<file path="src/rtl/display_timer_bank_pkg.sv">
// Shared types and helpers for the display timer bank.
//   timer_state_e : per-channel timer state (IDLE, RUN, PAUSED)
//   sel_width()   : readback select width for a given channel count (min 1)
package display_timer_pkg;

  typedef enum logic [1:0] {
    IDLE   = 2'd0,
    RUN    = 2'd1,
    PAUSED = 2'd2
  } timer_state_e;

  function automatic int unsigned sel_width(input int unsigned n);
    return (n <= 1) ? 1 : $clog2(n);
  endfunction

endpackage

</file>
<file path="src/rtl/display_timer_bank_if.sv">
// Control/status bundle between the display sequencer (master) and the
// timer bank (slave).
//   start/cancel/pause/periodic : per-channel controls from the sequencer
//   duration                    : shared tick count sampled on start
//   rd_sel/rd_count             : count readback
//   busy/expire/any_expire      : per-channel status towards the renderer
interface display_timer_bank_if #(
  parameter int unsigned NUM_CH = 4,
  parameter int unsigned WIDTH  = 32
);
  import display_timer_pkg::*;

  localparam int unsigned SEL_W = sel_width(NUM_CH);

  logic [NUM_CH-1:0] start;
  logic [NUM_CH-1:0] cancel;
  logic [NUM_CH-1:0] pause;
  logic [NUM_CH-1:0] periodic;
  logic [WIDTH-1:0]  duration;
  logic [SEL_W-1:0]  rd_sel;
  logic [WIDTH-1:0]  rd_count;
  logic [NUM_CH-1:0] busy;
  logic [NUM_CH-1:0] expire;
  logic              any_expire;

  modport master (
    output start, cancel, pause, periodic, duration, rd_sel,
    input  rd_count, busy, expire, any_expire
  );

  modport slave (
    input  start, cancel, pause, periodic, duration, rd_sel,
    output rd_count, busy, expire, any_expire
  );

endinterface

</file>
<file path="src/rtl/display_timer_bank_channel.sv">
// One display-duration timer channel: state machine plus down-counter.
//   clk, reset : clock, asynchronous active-high reset
//   tick       : prescaled count enable
//   start      : load duration and run (restart in any state)
//   cancel     : abort to IDLE, no expiry
//   pause      : level, holds the count while high
//   periodic   : auto-reload mode, sampled on start
//   duration   : tick count sampled on start
//   count      : remaining count
//   busy       : registered, channel is RUN or PAUSED
//   expire     : registered one-cycle expiry pulse
module display_timer_channel
  import display_timer_pkg::*;
#(
  parameter int unsigned WIDTH = 32
) (
  input  logic             clk,
  input  logic             reset,
  input  logic             tick,
  input  logic             start,
  input  logic             cancel,
  input  logic             pause,
  input  logic             periodic,
  input  logic [WIDTH-1:0] duration,
  output logic [WIDTH-1:0] count,
  output logic             busy,
  output logic             expire
);

  timer_state_e     state;
  logic [WIDTH-1:0] reload;
  logic             mode;

  always_ff @(posedge clk or posedge reset) begin
    if (reset) begin
      state  <= IDLE;
      count  <= '0;
      reload <= '0;
      mode   <= 1'b0;
      busy   <= 1'b0;
      expire <= 1'b0;
    end else begin
      expire <= 1'b0;
      if (cancel) begin
        state <= IDLE;
        count <= '0;
        busy  <= 1'b0;
      end else if (start) begin
        count  <= duration;
        reload <= duration;
        mode   <= periodic;
        state  <= pause ? PAUSED : RUN;
        busy   <= 1'b1;
      end else begin
        case (state)
          RUN, PAUSED: begin
            // Leaving PAUSED acts on the tick in the same cycle, so the
            // count is held for exactly the cycles pause is high.
            if (pause) begin
              state <= PAUSED;
            end else begin
              state <= RUN;
              if (tick) begin
                if (count > WIDTH'(1)) begin
                  count <= count - 1'b1;
                end else begin
                  expire <= 1'b1;
                  if (mode) begin
                    count <= (reload == '0) ? WIDTH'(1) : reload;
                  end else begin
                    state <= IDLE;
                    count <= '0;
                    busy  <= 1'b0;
                  end
                end
              end
            end
          end
          default: ;
        endcase
      end
    end
  end

endmodule

</file>
<file path="src/rtl/display_timer_bank.sv">
// Bank of independent display-duration timers with a shared prescaler.
//   clk, reset : clock, asynchronous active-high reset
//   bus        : slave side of display_timer_bank_if (controls, duration,
//                readback select/count, busy/expire/any_expire)
// PRESCALE clocks make one timer tick; PRESCALE=1 ticks every clock.
module display_timer_bank
  import display_timer_pkg::*;
#(
  parameter int unsigned NUM_CH   = 4,
  parameter int unsigned WIDTH    = 32,
  parameter int unsigned PRESCALE = 1
) (
  input  logic                 clk,
  input  logic                 reset,
  display_timer_bank_if.slave  bus
);

  localparam int unsigned PW = (PRESCALE > 1) ? $clog2(PRESCALE) : 1;

  logic [PW-1:0]    pre_cnt;
  logic             tick;
  logic [WIDTH-1:0] cnt [NUM_CH];

  assign tick = (pre_cnt == PW'(PRESCALE - 1));

  always_ff @(posedge clk or posedge reset) begin
    if (reset) begin
      pre_cnt <= '0;
    end else if (tick) begin
      pre_cnt <= '0;
    end else begin
      pre_cnt <= pre_cnt + 1'b1;
    end
  end

  for (genvar g = 0; g < NUM_CH; g++) begin : g_ch
    display_timer_channel #(.WIDTH(WIDTH)) u_ch (
      .clk      (clk),
      .reset    (reset),
      .tick     (tick),
      .start    (bus.start[g]),
      .cancel   (bus.cancel[g]),
      .pause    (bus.pause[g]),
      .periodic (bus.periodic[g]),
      .duration (bus.duration),
      .count    (cnt[g]),
      .busy     (bus.busy[g]),
      .expire   (bus.expire[g])
    );
  end

  // Out-of-range selects fall through to zero.
  always_comb begin
    bus.rd_count = '0;
    for (int unsigned i = 0; i < NUM_CH; i++) begin
      if (32'(bus.rd_sel) == i) bus.rd_count = cnt[i];
    end
  end

  assign bus.any_expire = |bus.expire;

endmodule

</file>
<file path="src/flat_wrapper.sv">
// flat-port wrapper written by rule: the top's interface ports become plain ports
module display_timer_bank_flat import display_timer_pkg::*;
#(
  parameter int unsigned NUM_CH   = 4,
  parameter int unsigned WIDTH    = 32,
  parameter int unsigned PRESCALE = 1
)
  (clk, reset, bus_start, bus_cancel, bus_pause, bus_periodic, bus_duration, bus_rd_sel, bus_rd_count, bus_busy, bus_expire, bus_any_expire);
  display_timer_bank_if #(.NUM_CH(NUM_CH), .WIDTH(WIDTH)) bus_i ();
  input  logic clk;
  input  logic reset;
  input wire logic [$bits(bus_i.start)-1:0] bus_start;
  input wire logic [$bits(bus_i.cancel)-1:0] bus_cancel;
  input wire logic [$bits(bus_i.pause)-1:0] bus_pause;
  input wire logic [$bits(bus_i.periodic)-1:0] bus_periodic;
  input wire logic [$bits(bus_i.duration)-1:0] bus_duration;
  input wire logic [$bits(bus_i.rd_sel)-1:0] bus_rd_sel;
  output wire logic [$bits(bus_i.rd_count)-1:0] bus_rd_count;
  output wire logic [$bits(bus_i.busy)-1:0] bus_busy;
  output wire logic [$bits(bus_i.expire)-1:0] bus_expire;
  output wire logic [$bits(bus_i.any_expire)-1:0] bus_any_expire;
  assign bus_i.start = bus_start;
  assign bus_i.cancel = bus_cancel;
  assign bus_i.pause = bus_pause;
  assign bus_i.periodic = bus_periodic;
  assign bus_i.duration = bus_duration;
  assign bus_i.rd_sel = bus_rd_sel;
  assign bus_rd_count = bus_i.rd_count;
  assign bus_busy = bus_i.busy;
  assign bus_expire = bus_i.expire;
  assign bus_any_expire = bus_i.any_expire;
  display_timer_bank #(.NUM_CH(NUM_CH), .WIDTH(WIDTH), .PRESCALE(PRESCALE)) u_core (.clk(clk), .reset(reset), .bus(bus_i));
endmodule
</file>
<file path="config.mk">
export PLATFORM = sky130hd
export DESIGN_NAME = display_timer_bank_flat
export DESIGN_NICKNAME = d
export VERILOG_FILES = /design/src/rtl/display_timer_bank_pkg.sv /design/src/rtl/display_timer_bank_if.sv /design/src/rtl/display_timer_bank_channel.sv /design/src/rtl/display_timer_bank.sv /design/src/flat_wrapper.sv
export SDC_FILE = /design/constraint.sdc
export NUM_CORES = 1
export LEC_CHECK = 0
export ABC_AREA = 1
export BUFFER_PORTS_ARGS = -buffer_cell sky130_fd_sc_hd__buf_2
export CORE_MARGIN = 4
export CORE_UTILIZATION = 25
export CTS_CLUSTER_SIZE = 12
export DETAILED_ROUTE_END_ITERATION = 8
export RECOVER_POWER = 50
export SLEW_MARGIN = 15
export SYNTH_ARGS = -nofsm -noshare
export SYNTH_HDL_FRONTEND = slang
export SYNTH_SLANG_ARGS = --single-unit
</file>
<file path="constraint.sdc">
create_clock -name clk -period 9.75 [get_ports clk]
set_input_delay 1.4625 -clock clk [delete_from_list [all_inputs] [get_ports clk]]
set_output_delay 1.4625 -clock clk [all_outputs]
set_load 0.05 [all_outputs]
</file>
==> out/summary.md <==
For the pin with the worst max-slew slack, the measured transition is 5.071 ns. The run gives 0 as the sum of overflow across all layers after global routing. For this run, the number of Yosys warnings is 0. For this run, the total global-route usage over all layers was measured as 19.92%. Minimum clock period: 5.998 ns. By area the synthesized netlist is led by dfrtp_1, nand2_1, nor2_1, a21oi_1, nand3_1. The top achievable clock speed came out at 0.1667 GHz. The worst hold-check path type was flop to flop. The data arrival time of the critical path is 4.54 ns.

In this run the power density over the cells is 184.3 mW/mm². The tools report the worst reg2reg path endpoint as u_core.g_ch[2].u_ch.count[12]. The count of buffers added on input and output ports is 92. On the critical path, the stage with the largest delay is an instance of nor2_1.

At the worst endpoint, the required time is 8.29 ns. In the final layout, the share of cells above drive strength 1 is 8.632%. Once detail routing completed, the nets flagged for antenna violations numbered 0. The leading area contributor after synthesis was dfrtp_1. The synthesized netlist devotes 14.77% of its cell area to compound gates. The sort of element at the start of the critical path is a primary input. Pin placement for this block handled 93 I/O pins. At the end of the flow the core is filled with cells to 28.33%. For this run, the slowest stage of the critical path takes 0.92 ns. For the deepest clock path buffer count, the log shows 3. The synthesized design devotes to its leading area cell type 36.61% of total area.

The number of library cell types mapped by synthesis is 41, and the via count of the first global-routing pass is 17890. The path with the worst hold slack has its endpoint at u_core.g_ch[0].u_ch.busy. The filler cells instantiated in the layout total 8279. The worst register-to-register path has a setup slack of 6.76 ns. The vertical extent of the die is 282.7 µm.

In the synthesized netlist, mux cells make up 0% of the area. Counting stages on the worst path, the most repeated cell is buf_2. The maximum resistive drop on vdd was 0.0001441 V. The total detailed-routing wirelength was 81470 µm; the number of nets in the synthesized netlist was 2973. Max-slew headroom at the worst pin: -238.0%. The startpoint identified for the worst register-to-register timing path is u_core.g_ch[2].u_ch.count[0]. The register bit total from synthesis is 276.

The tools report the initial DRC count as 2607. In this run, post-CTS repair resized a total of 0 instances. After Yosys synthesis, full adders, half adders and majority gates account for 0.5305% of the synthesized area. Fraction of the yosys area taken by sequential cells: 36.61%. The tools report the number of clock sinks seen by CTS as 276. The tools report the reported max-cap violation count as 8.

The final clock period utilization by the worst path came out at 61.52%. After technology mapping, the gate count stands at 2913. Setup violations remaining at the end of the flow were counted as 0. The placeable core area was 0.07457 mm²; the cell area after synthesis was 0.01887 mm². TritonCTS built the clock tree. In the synthesized netlist, the cells that appear most often are nand2_1, nor2_1, a21oi_1, dfrtp_1, inv_1. The share of flip-flops with an asynchronous set or reset after synthesis was 100.0%; the horizontal die dimension was 282.7 µm. After clock tree synthesis, the clock-pin slew on the worst setup and hold paths is 0.05 ns. The tools report the final hold violation count as 0.

The logs give 2 for the H-tree depth reported by CTS and 0 for the final routed DRC violation total. The floorplan die area is 0.07993 mm², and the initial standard-cell utilization of the core is 25.30%. Synthesis-to-layout area growth: 11.97%. The number of antenna violations at the first check in global routing is 3, and the biggest fanout along the worst timing path is 22. Setup repair after global routing left no endpoint under its margin. The count of vias placed by the detailed router is 19743.

The checks that failed: capacitance limit, slew limit. Summed over all failing endpoints, the final setup total negative slack is 0 ns. The critical path goes through buf_2, nor2_1, inv_1, o22ai_1, a21oi_1, o21ai_0, buf_2. Once the clock tree was built, the setup fixing pass inserted 0 buffers.

Among all flip-flop cells after synthesis, the most frequent one is dfrtp_1. The TritonCTS buffer count was 36. In this run the static leakage power is 10.04 nW.

The total count of max-transition violations in the final report is 546, and the count of TritonRoute iterations in the first routing pass is 6. Clock latency on the worst-skew pair, taken at its later pin, is 0.56 ns. The initialized floorplan defines 100 standard-cell rows. Entering global routing, the biggest net connects 109 pins. Summing the areas of all xor and xnor instances in the mapped netlist gives 2.228% of the synthesized area. The number of instances on the worst hold path works out to 2. The final layout contains 2965 nets. The synthesized area per cell was 6.477 µm². Counting flops with a built-in enable in the synthesized netlist gives 0. Dominant combinational cell family by area after synthesis: simple AND/OR/NAND/NOR gates.

The critical path start-end classification was primary input to primary output. The most frequent cell after synthesis is nand2_1. The tree is rooted in a clkbuf_16. The worst register-to-register path has a depth of 11.

Hold path startpoint: u_core.g_ch[0].u_ch.busy. The tools report the worst slack on hold paths as 0.4870 ns. The placed instance area is 0.01995 mm², and the global placer's final weighted congestion is 1.006.

The flow ran to the end, but the final reports show violations. In this run, post-CTS hold repair placed 0 buffers. The largest clock skew in the final design was 0.01792 ns; the post-synthesis simple-gate area fraction was 36.02%. Summed over all nets, the half-perimeter wirelength after detailed placement is 57620 µm. The kind of capture point of the worst setup path is a primary output. After detailed routing, the number of vias per cell comes to 5.060.

In the final routed layout, each cell accounts on average for 20.88 µm. The finished cells cover 0.02113 mm². The first global-routing pass estimated 119000 µm of wire.
==> per-layer routing <==
layer | global-route usage (%) | share of wire [%]
met1 | 27.71 | 43
met2 | 29.42 | 42
met3 | 4.097 | 9.3
met4 | 9.802 | 6.0
met5 | 0 | 0.016
==> registers in the layout (all words and copies together), names as in the netlist <==
register                 flops
u_core.g_ch.u_ch.busy        4
u_core.g_ch.u_ch.count     128
u_core.g_ch.u_ch.expire      4
u_core.g_ch.u_ch.mode        4
u_core.g_ch.u_ch.reload    128
u_core.g_ch.u_ch.state       8
==> critical path, delay by kind of cell <==
family | cells | cell delay [ns]
buf+inv | 3 | 1.44
simple gates | 1 | 0.92
compound gates | 3 | 0.71
==> kinds of logic (layout without fill, tap and decap cells) <==
kind of cell             after synthesis  in the layout
flip-flops                           276            276
other                                  0              2
XOR/XNOR                              48             48
adder cells (fa/ha/maj)                8              8
AND/OR/NAND/NOR                     1616           1616
buffers and inverters                443            461
AO/OA/AOI/OAI                        522            522
==> worst max-delay path by stage <==
| stage | from | endpoint | slack, ns | cells past startpoint |
|---|---|---|---|---|
| after floorplan | reset | u_core.g_ch[0].u_ch.busy | 0.68 | 1 |
| after global placement | bus_rd_sel[1] | bus_rd_count[31] | 3.96 | 7 |
| after detailed placement | bus_rd_sel[1] | bus_rd_count[31] | 4.00 | 7 |
| after CTS | bus_rd_sel[1] | bus_rd_count[31] | 3.99 | 7 |
| after global routing | reset | u_core.g_ch[1].u_ch.reload[15] | 3.25 | 4 |
| final | bus_rd_sel[1] | bus_rd_count[31] | 3.75 | 7 |
==> cells in the final DEF, fill, tap and decap left out, types with 4 or more instances in the layout <==
cell type / synthesis / routed
clkbuf_1: 78 / 32
nor2_8: 4 / 4
dfrtp_1: 276 / 276
buf_2: 20 / 80
nand3_2: 14 / 14
buf_4: 12 / 13
nand3b_1: 4 / 4
clkbuf_16: 0 / 37
nand2_2: 17 / 17
clkbuf_8: 0 / 6
inv_2: 10 / 9
nand3_1: 212 / 212
bufinv_16: 0 / 5
ha_1: 8 / 8
a21oi_1: 286 / 286
inv_1: 272 / 272
xor2_1: 45 / 45
nor2_2: 29 / 32
nor2_4: 12 / 16
nor3_1: 10 / 10
o2111ai_1: 14 / 14
nand2_4: 5 / 4
nor2_1: 419 / 412
o22ai_1: 17 / 17
o21ai_1: 18 / 18
nand4_1: 11 / 11
o21ai_0: 165 / 165
o211ai_1: 7 / 7
nand2_1: 876 / 877
==> final cells by class <==
type | count | area, µm² | share of cell area (%)
multi-input cells | 2194 | 10130 | 47.96
flip-flops and latches | 276 | 6907 | 32.69
well taps | 969 | 1212 | 5.739
inverters | 284 | 1070 | 5.064
clock buffers | 55 | 1054 | 4.987
repair buffers | 113 | 573.1 | 2.713
clock inverters | 9 | 172.7 | 0.8173
diodes | 2 | 5.005 | 0.02369
==> through the flow <==
stage / std cells / setup slack [ns] / power [mW]
finish: 3902 / 3.752 / 3.894
global route: 3900 / 3.250 / 4.065
CTS: 3900 / 3.992 / 3.882
detailed placement: 3836 / 4.001 / 2.455
global placement: 3836 / 3.963 / 2.448
floorplan: 2913 / 0.6787 / 2.108
==> where the power goes <==
group          switching [mW]  internal [mW]  leakage (nW)
logic                   0.684          0.270          6.00
clock network           0.550          0.875         0.596
registers               0.228           1.29          3.45
total                    1.46           2.43          10.0
Power figures use the tool's default switching activity.
